--- src/rtl/ctrl_unit_pipe.sv ---
// ID-stage controller: decodes one opcode per cycle into a registered ID/EX
// control bundle, owns the Z/N flag register and stalls the front end during MULT.
module ctrl_unit_pipe #(
  parameter int WORD_LEN    = 16,
  parameter int OP_CODE_LEN = 4,
  parameter int EXE_CMD_LEN = 4,
  parameter int MULT_CYCLES = 4
) (
  input  logic                   clk,
  input  logic                   rst,
  input  logic [OP_CODE_LEN-1:0] op_code,
  input  logic [WORD_LEN-1:0]    src1,
  input  logic [WORD_LEN-1:0]    src2,
  input  logic                   hazard_detected,
  output logic [EXE_CMD_LEN-1:0] exe_cmd,
  output logic                   wb_en,
  output logic                   mem_r_en,
  output logic                   mem_w_en,
  output logic                   is_imm,
  output logic                   st_or_bne,
  output logic                   branch_taken,
  output logic                   jump_en,
  output logic                   illegal_op,
  output logic                   z_flag,
  output logic                   n_flag,
  output logic                   stall_out
);

  localparam int CNT_W = (MULT_CYCLES > 2) ? $clog2(MULT_CYCLES - 1) : 1;
  localparam logic [CNT_W-1:0] CNT_INIT = CNT_W'((MULT_CYCLES > 1) ? MULT_CYCLES - 2 : 0);

  localparam logic [EXE_CMD_LEN-1:0] CMD_NOP  = EXE_CMD_LEN'(0);
  localparam logic [EXE_CMD_LEN-1:0] CMD_ADD  = EXE_CMD_LEN'(1);
  localparam logic [EXE_CMD_LEN-1:0] CMD_SUB  = EXE_CMD_LEN'(2);
  localparam logic [EXE_CMD_LEN-1:0] CMD_AND  = EXE_CMD_LEN'(3);
  localparam logic [EXE_CMD_LEN-1:0] CMD_MULT = EXE_CMD_LEN'(4);
  localparam logic [EXE_CMD_LEN-1:0] CMD_SLL  = EXE_CMD_LEN'(5);

  typedef enum logic {IDLE, MUL_BUSY} state_t;

  typedef struct packed {
    logic [EXE_CMD_LEN-1:0] exe_cmd;
    logic                   wb_en;
    logic                   mem_r_en;
    logic                   mem_w_en;
    logic                   is_imm;
    logic                   st_or_bne;
    logic                   branch_taken;
    logic                   jump_en;
    logic                   illegal_op;
  } ctrl_t;

  state_t           state_q, state_d;
  logic [CNT_W-1:0] cnt_q, cnt_d;
  ctrl_t            ctrl_q, ctrl_d;
  logic             z_q, z_d, n_q, n_d;
  logic             stall_q, stall_d;

  logic [WORD_LEN:0] diff;
  logic [3:0]        op4;
  logic              op_hi_bad;

  // Sign-extend both operands by one bit so the subtraction cannot overflow.
  assign diff      = {src1[WORD_LEN-1], src1} - {src2[WORD_LEN-1], src2};
  assign op4       = op_code[3:0];
  assign op_hi_bad = (op_code >> 4) != '0;

  always_comb begin
    state_d = state_q;
    cnt_d   = cnt_q;
    ctrl_d  = '0;
    z_d     = z_q;
    n_d     = n_q;
    stall_d = stall_q;

    if (state_q == MUL_BUSY) begin
      if (cnt_q == '0) begin
        state_d = IDLE;
        stall_d = 1'b0;
      end else begin
        cnt_d   = cnt_q - CNT_W'(1);
        stall_d = 1'b1;
      end
    end else if (!hazard_detected) begin
      if (op_hi_bad) begin
        ctrl_d.illegal_op = 1'b1;
      end else begin
        unique case (op4)
          4'h0: ;
          4'h1: begin ctrl_d.exe_cmd = CMD_ADD; ctrl_d.wb_en = 1'b1; end
          4'h2: begin ctrl_d.exe_cmd = CMD_SUB; ctrl_d.wb_en = 1'b1; end
          4'h3: begin ctrl_d.exe_cmd = CMD_AND; ctrl_d.wb_en = 1'b1; end
          4'h4: begin
            ctrl_d.exe_cmd = CMD_MULT;
            ctrl_d.wb_en   = 1'b1;
            if (MULT_CYCLES > 1) begin
              state_d = MUL_BUSY;
              cnt_d   = CNT_INIT;
              stall_d = 1'b1;
            end
          end
          4'h5: begin ctrl_d.exe_cmd = CMD_SLL; ctrl_d.wb_en = 1'b1; end
          4'h6: begin ctrl_d.exe_cmd = CMD_ADD; ctrl_d.wb_en = 1'b1; ctrl_d.is_imm = 1'b1; end
          4'h7: begin
            ctrl_d.exe_cmd   = CMD_ADD;
            ctrl_d.wb_en     = 1'b1;
            ctrl_d.is_imm    = 1'b1;
            ctrl_d.st_or_bne = 1'b1;
            ctrl_d.mem_r_en  = 1'b1;
          end
          4'h8: begin
            ctrl_d.exe_cmd   = CMD_ADD;
            ctrl_d.is_imm    = 1'b1;
            ctrl_d.st_or_bne = 1'b1;
            ctrl_d.mem_w_en  = 1'b1;
          end
          4'h9: begin
            ctrl_d.exe_cmd = CMD_NOP;
            z_d = (diff == '0);
            n_d = diff[WORD_LEN];
          end
          // Branches resolve against the flag register as it stands now.
          4'hA: begin ctrl_d.is_imm = 1'b1; ctrl_d.st_or_bne = 1'b1; ctrl_d.branch_taken = ~z_q; end
          4'hB: begin ctrl_d.is_imm = 1'b1; ctrl_d.st_or_bne = 1'b1; ctrl_d.branch_taken = z_q; end
          4'hC: begin ctrl_d.is_imm = 1'b1; ctrl_d.branch_taken = n_q; end
          4'hD: begin ctrl_d.is_imm = 1'b1; ctrl_d.branch_taken = 1'b1; ctrl_d.jump_en = 1'b1; end
          default: ctrl_d.illegal_op = 1'b1;
        endcase
      end
    end
  end

  always_ff @(posedge clk or posedge rst) begin
    if (rst) begin
      state_q <= IDLE;
      cnt_q   <= '0;
      ctrl_q  <= '0;
      z_q     <= 1'b0;
      n_q     <= 1'b0;
      stall_q <= 1'b0;
    end else begin
      state_q <= state_d;
      cnt_q   <= cnt_d;
      ctrl_q  <= ctrl_d;
      z_q     <= z_d;
      n_q     <= n_d;
      stall_q <= stall_d;
    end
  end

  assign exe_cmd      = ctrl_q.exe_cmd;
  assign wb_en        = ctrl_q.wb_en;
  assign mem_r_en     = ctrl_q.mem_r_en;
  assign mem_w_en     = ctrl_q.mem_w_en;
  assign is_imm       = ctrl_q.is_imm;
  assign st_or_bne    = ctrl_q.st_or_bne;
  assign branch_taken = ctrl_q.branch_taken;
  assign jump_en      = ctrl_q.jump_en;
  assign illegal_op   = ctrl_q.illegal_op;
  assign z_flag       = z_q;
  assign n_flag       = n_q;
  assign stall_out    = stall_q;

endmodule

--- config.mk ---
export PLATFORM = sky130hd
export DESIGN_NAME = ctrl_unit_pipe
export DESIGN_NICKNAME = d
export VERILOG_FILES = /design/src/rtl/ctrl_unit_pipe.sv
export SDC_FILE = /design/constraint.sdc
export NUM_CORES = 1
export LEC_CHECK = 0
export ABC_CLOCK_PERIOD_IN_PS = 2500
export CAP_MARGIN = 25
export CORE_MARGIN = 10
export CORE_UTILIZATION = 45
export DETAILED_ROUTE_END_ITERATION = 10
export PLACE_DENSITY = 0.78
export SKIP_CTS_REPAIR_TIMING = 1
export SYNTH_ARGS = -nofsm -noshare
export SYNTH_HDL_FRONTEND = slang
export SYNTH_SLANG_ARGS = --single-unit
--- constraint.sdc ---
create_clock -name clk -period 2.5 [get_ports clk]
set_clock_uncertainty 0.05 [all_clocks]
set_input_delay 0.375 -clock clk [delete_from_list [all_inputs] [get_ports clk]]
set_output_delay 0.375 -clock clk [all_outputs]
set_load 0.02 [all_outputs]
---- After elaboration in Yosys (flattened, before gate mapping) ----
Cells that the tools add are included.
Widths: inputs -> output; s select.
storage, ports and cells
  register bits ........................... 18
cells by class
  add/sub/neg operators ................... 2
  eq/ne operators ......................... 15
  muxes and demuxes ....................... 22
  bitwise logic cells ..................... 3
  reductions and logical operators ........ 12
operators with widths
  kind                 number
  $eq 4x4->1 const B   6
  $logic_not 17->1     1
  $sub 16x16->17       1
  $eq 4x3->1 const B   4
  $pmux 3 s5           1
  $mux 1               14
  $reduce_or 14->1     1
  $reduce_or 7->1      2
  $mux 12              1
  $mux 11              1
  $eq 4x2->1 const B   2
  $mux 2               4
  $reduce_or 4->1      2
  $reduce_and 3->1     2
  $eq 4x1->1 const B   1
  $logic_not 4->1      1
  $pmux 1 s4           1
  $not 1->1            3
  $logic_not 2->1      1
  $ne 2x1->1 const B   1
  $ne 2x2->1 const B   1
  $reduce_and 2->1     1
  $reduce_bool 2->1    1
  $sub 2x1->2 const B  1

---- Logic depth before layout (Yosys ltp) ----
Gate-level depths: netlist of run 1.
  depth in word-level cells ............... 5
  mapped depth ............................ 10
  depth with buffers taken out ............ 10

---- Worst setup path before layout of run 1 ----
OpenSTA, ideal clock, no wires.
  kind .................................... input -> register
  start ................................... input port src1[0]
  end ..................................... register z_q (netlist: z_flag)
  arrival ................................. 2.250 ns
  path slack .............................. 0.123 ns
  stages on the path ...................... 10
  buffers on the path ..................... 0
  path through ............................ inv_1 ha_1 fa_1 nand2b_1 a21oi_1 a21oi_1 or4_4 nor4_2 nand4_1 o21ai_1
on the way
  word-level cells in the longest chain between the ends .. 2
RTL lines
  item                  line  RTL
  start, declared       12    input logic [WORD_LEN-1:0] src1,
  $sub 16x16->17        64    assign diff = {src1[WORD_LEN-1], src1} - {src2[WORD_LEN-1], src2};
  $logic_not 17->1      119   z_d = (diff == '0);
  end signal, assigned  145   z_q <= z_d;
  end, declared         56    logic z_q, z_d, n_q, n_d;
No other way between the ends.
A chain may end at the register's enable or synchronous reset.

---- Final worst setup path of run 1 ----
  start ................................... input port src2[6]
  end ..................................... register z_q (netlist: z_flag)
on the way
  word-level cells in the longest chain between the ends .. 2
RTL lines
  item              line  RTL
  start, declared   13    input logic [WORD_LEN-1:0] src2,
  $sub 16x16->17    64
  $logic_not 17->1  119
No other way between the ends.

==> impl_metrics.py, run 1 <==
metrics = {
    "cts": {
        "cts_tree": "yes",
        "cts.path.max_buffers": 2,
        "cts_buffers": 3,
        "clk_latency_ns": 0.25,
        "htreeDepth": 1,
        "cts.sinks": 17,
        "cts_root_buffer": "clkbuf_8",
        "clk_pin_slew_ns": 0.06,
    },
    "outcome": {
        "status": "finished, final reports clean",
    },
    "timing": {
        "min_period_ns": 2.445,
        "maxSlewViolCount": 0,
        "hold_ws_ns": 0.4251,
        "fin_crit_sh": 0.9781,
        "fmax_ghz": 0.4090,
        "setup_ws_ns": 0.05482,
        "setup_violations": 0,
        "relSlewSlack": 0.5885,
        "worst_pin_slew_ns": 0.6166,
        "finalHoldViolations": 0,
    },
    "detailed_routing": {
        "wl_um": 4704,
        "vias": 1861,
        "drtPass1Iterations": 4,
        "vias_per_cell": 5.348,
        "drt_iter0_markers": 94,
        "ant_nets": 0,
        "drc": 0,
        "wl_per_cell_um": 13.52,
    },
    "setup_path": {
        "worstSetupPathType": "in -> reg",
        "crit_required_ns": 2.63,
        "cp.arrival_ns": 2.58,
        "crit_path_max_fanout": 5,
        "startpoint_type": "input pin",
        "rrSetupSlack_ns": 0.52,
        "cp-end-kind": "flop",
    },
    "grt": {
        "grt_pass1_wl_um": 7521,
        "grt_max_degree": 18,
        "grt.met1_usage": 0.1556,
        "grt_pass1_vias": 1770,
        "use_met3": 0.03603,
        "grt_overflow": 0,
        "top_usage_layer": "met2",
        "grt_usage": 0.1373,
        "use_met2": 0.2375,
        "antenna_found_initial": 0,
    },
    "layout": {
        "fillerInstances": 301,
        "largest_register_ffs": 3,
        "n_antenna_cell": 0,
        "design_area_sq_mm": 0.002633,
        "final_util": 0.7137,
        "drive_above_1_share": 0.2000,
        "synthToLayoutAreaGrowth_pct": 52.68,
        "nets": 358,
    },
    "hold_path": {
        "min_path_type": "reg -> reg",
    },
    "floorplan": {
        "dieHeight_um": 81.90,
        "die_w_um": 81.90,
        "ioPinCount": 54,
        "coreArea_sq_mm": 0.003689,
        "start_util": 0.4674,
        "die_area_sq_mm": 0.006708,
        "rows": 22,
    },
    "pwr": {
        "cellPowerDensity_mw_per_mm2": 440.5,
        "total_power_w": 0.001160,
        "vdd_ir_drop_max_mv": 0.1944,
        "p_leak_nw": 1.245,
    },
    "yosys": {
        "syn_inst": 223,
        "synth_top_area_share": 0.2467,
        "ys_ff_latch": 17,
        "ys_top_cells_by_area": "dfrtp_1 25%, ha_1 12%, inv_1 6.5%",
        "yosysMostFrequentCell": "inv_1",
        "async_flop_share": 1.000,
        "synthTopCellsByCount": "30 x inv_1, 19 x nor2_1, 17 x a21oi_1, 17 x dfrtp_1, 17 x ha_1",
        "synth_edf_count": 0,
        "ys_types": 52,
        "ys_warn_count": 0,
        "synth-seq-area-share": 0.2467,
        "syn_area_sq_mm": 0.001724,
        "yosys.area.top_type": "dfrtp_1",
        "syn_avg_cell_area_sq_um": 7.732,
        "synth_ff_type": "dfrtp_1",
        "syn_nets": 280,
    },
    "run": {
        "cap_violations": 0,
    },
    "place": {
        "place_area_sq_mm": 0.002460,
        "gp_congestion": 0.9457,
        "hpwl_um": 3820,
        "pre_cts_slack_ns": -0.4056,
        "io_buffers": 52,
    },
}
## through the flow
step	setup TNS (ns)	instances
4_1_cts	-0.1651	345
2_1_floorplan	0	223
6_report	0	348
3_5_place_dp	-0.6520	341
3_3_place_gp	-0.5330	341
5_1_grt	-0.05601	348
## worst paths after layout
check / startpoint / to / cells after the start
min reg2reg: cnt_q[0] / cnt_q[0] / 1
min: cnt_q[0] / cnt_q[0] / 1
min in group asynchronous: rst / stall_out / 2
max: src2[6] / z_flag / 9
max reg2reg: state_q / z_flag / 7
max in group asynchronous: rst / z_flag / 2
## cell usage in the layout, fill, tap and decap left out, types with 3 or more instances in the layout
cell type         n
clkbuf_8          3
a31oi_1           8
inv_1            29
a21o_1            3
buf_4            30
o21ai_1           3
ha_1             15
a21oi_1          15
nor2b_1           4
nand3_1           5
nor2_1           18
nor3_1            9
dfrtp_1          17
dlymetal6s2s_1    4
or2_2             3
nand2_1          13
mux2i_1           4
o21a_1            3
o21ai_0          10
clkdlybuf4s50_1  48
nand2b_1          3
## where the power goes
group          internal (W)  switching (W)  total (W)
Combinational      0.000297       0.000297   0.000594
Clock              0.000113      0.0000894   0.000202
Sequential         0.000321      0.0000425   0.000363
## cell families (layout without fill, tap and decap cells)
group,count (synthesis),count (layout),share of synthesized area
other,1,1,0.002175
flip-flops,17,17,0.2467
buffers and inverters,39,116,0.09289
AND/OR/NAND/NOR,77,77,0.2496
multiplexers,5,5,0.02903
XOR/XNOR,3,3,0.01524
AO/OA/AOI/OAI,63,63,0.2293
adder cells (fa/ha/maj),18,18,0.1350
## worst max-delay path, stage by stage
cell             delay, ns
clkdlybuf4s50_1       0.45
inv_1                 0.04
ha_1                  0.23
nor3_1                0.46
a31oi_4               0.17
nor4bb_2              0.21
nor4_1                0.33
o2111ai_1             0.18
o21ai_1               0.14
## layer usage
layer,part of all wire,vias up
li1,-,942
met1,0.42,833
met2,0.47,75
met3,0.086,11
met4,0.019,0
met5,0,-
## area by class of cell
| cell class | instances | area [sq um] | share of cell area |
|---|---|---|---|
| well taps | 48 | 60.06 | 0.02281 |
| clock buffers | 4 | 45.04 | 0.01711 |
| repair buffers | 82 | 755.7 | 0.2871 |
| inverters | 30 | 112.6 | 0.04278 |
| flip-flops and latches | 17 | 425.4 | 0.1616 |
| multi-input cells | 167 | 1234 | 0.4686 |
No activity file was read; power rests on OpenSTA's default activity.
==> run 2: changes to the inputs <==
--- a/config.mk
+++ b/config.mk
@@ -7,9 +7,10 @@
 export LEC_CHECK = 0
 export ABC_CLOCK_PERIOD_IN_PS = 2500
 export CAP_MARGIN = 25
-export CORE_MARGIN = 10
+export CORE_ASPECT_RATIO = 0.6
 export CORE_UTILIZATION = 45
 export DETAILED_ROUTE_END_ITERATION = 10
+export GPL_TIMING_DRIVEN = 1
 export PLACE_DENSITY = 0.78
 export SKIP_CTS_REPAIR_TIMING = 1
 export SYNTH_ARGS = -nofsm -noshare
==> impl_metrics.py, run 2 (same netlist as run 1, synthesis figures left out) <==
metrics = {
    "run": {
        "cap_violations": 0,
    },
    "setup_path": {
        "path_cells": "clkdlybuf4s50_1, inv_1, ha_1, buf_4, a21oi_2, o21bai_1, or4_4, nor4_2, nand4_1, o21ai_1",
        "critical_path.max_stage_delay_ns": 0.48,
        "crit_slowest_cell": "or4_4",
        "worstSetupPathType": "in -> reg",
        "crit_path_max_fanout": 3,
        "cp_top_family": "simple AND/OR/NAND/NOR gates",
        "crit_required_ns": 2.63,
        "cp.arrival_ns": 2.49,
        "startpoint_type": "input pin",
        "cp-end-kind": "flop",
        "path_buf_inv": 3,
    },
    "floorplan": {
        "die_w_um": 81.91,
        "dieHeight_um": 49.95,
        "rows": 16,
        "coreArea_sq_mm": 0.003443,
        "die_area_sq_mm": 0.004091,
        "ioPinCount": 54,
        "start_util": 0.5007,
    },
    "layout": {
        "synthToLayoutAreaGrowth_pct": 53.70,
        "drive_above_1_share": 0.2086,
        "final_common_cell": "clkdlybuf4s50_1",
        "layout_common_cells": "48 x clkdlybuf4s50_1, 31 x buf_4, 29 x inv_1",
        "nets": 360,
        "design_area_sq_mm": 0.002650,
        "largest_register_ffs": 3,
        "n_antenna_cell": 0,
    },
    "timing": {
        "relSlewSlack": 0.5572,
        "finalHoldViolations": 0,
        "fin_crit_sh": 0.9425,
        "maxSlewViolCount": 0,
        "fmax_ghz": 0.4244,
        "finalSetupTns_ns": 0,
        "worst_pin_slew_ns": 0.6634,
        "setup_ws_ns": 0.1437,
        "setup_violations": 0,
        "hold_ws_ns": 0.4398,
        "min_period_ns": 2.356,
    },
    "cts": {
        "cts.path.max_buffers": 2,
        "cts_root_buffer": "clkbuf_8",
        "cts.sinks": 17,
        "clk_pin_slew_ns": 0.06,
        "htreeDepth": 1,
        "clk_latency_ns": 0.25,
        "cts_tree": "yes",
        "cts_buffers": 3,
    },
    "pwr": {
        "cellPowerDensity_mw_per_mm2": 445.0,
        "p_leak_nw": 1.249,
        "vdd_ir_drop_max_mv": 0.5474,
    },
    "detailed_routing": {
        "drt_iter0_markers": 157,
        "vias_per_cell": 5.530,
        "drc": 0,
        "wl_per_cell_um": 14.36,
        "vias": 1919,
        "ant_nets": 0,
        "drtPass1Iterations": 4,
        "wl_um": 4982,
    },
    "place": {
        "pre_cts_slack_ns": -0.5239,
        "gp_congestion": 0.8755,
        "place_area_sq_mm": 0.002486,
        "io_buffers": 52,
        "hpwl_um": 3876,
    },
    "outcome": {
        "status": "finished, final reports clean",
    },
    "grt": {
        "grt_max_degree": 18,
        "grt_pass1_wl_um": 7645,
        "antenna_found_initial": 0,
        "grt_usage": 0.2464,
        "grt_pass1_vias": 1642,
        "grt_overflow": 0,
    },
    "hold_path": {
        "min_path_type": "reg -> reg",
    },
}
run 2: changes by cell type in the layout (fill, tap and decap cells not counted), sizes merged:
cell | before | now
buf | 30 | 32
run 2: final timing paths:
path | from | endpoint | slack [ns] | cells after the start
max | src2[5] | z_flag | 0.14 | 10
min | cnt_q[0] | cnt_q[0] | 0.44 | 1
max reg2reg | state_q | z_flag | 0.47 | 7
min reg2reg | cnt_q[0] | cnt_q[0] | 0.44 | 1
max in group asynchronous | rst | exe_cmd[0] | 1.51 | 2
min in group asynchronous | rst | jump_en | 0.46 | 2
run 2: power by group:
group          total [W]  internal (W)  switching, W
registers       0.000368      0.000321     0.0000469
clock network   0.000201      0.000113     0.0000884
logic           0.000610      0.000304      0.000306
total            0.00118      0.000738      0.000441
run 2: final cells by class:
type                    count  area, sq um
multi-input cells         167         1236
fillers                   264        793.3
repair buffers             84        774.5
flip-flops and latches     17        425.4
inverters                  30        112.6
well taps                  45        56.30
clock buffers               4        45.04
run 2: per-layer routing:
| metal | global-route usage | vias to the layer above | share of wire |
|---|---|---|---|
| li1 | - | 946 | - |
| met1 | 0.3918 | 898 | 0.49 |
| met2 | 0.3292 | 75 | 0.41 |
| met3 | 0.07407 | 0 | 0.097 |
| met4 | 0.01754 | 0 | 0 |
| met5 | 0 | - | 0 |
run 2: stage by stage:
| step | total power, W | utilization | instances |
|---|---|---|---|
| floorplan | 0.0007021 | - | 223 |
| global placement | 0.0009192 | 0.7220 | 342 |
| detailed placement | 0.0009369 | 0.7220 | 342 |
| CTS | 0.001141 | 0.7351 | 346 |
| global route | 0.001263 | 0.7696 | 347 |
| finish | 0.001179 | 0.7696 | 347 |
run 2: worst register-to-register path, stage by stage, from the launching register on:
cell and delay, ns:
dfrtp_1 0.51, nor2_8 0.18, nand3_2 0.11, o21bai_1 0.18, or4_4 0.48, nor4_2 0.21
nand4_1 0.12, o21ai_1 0.13
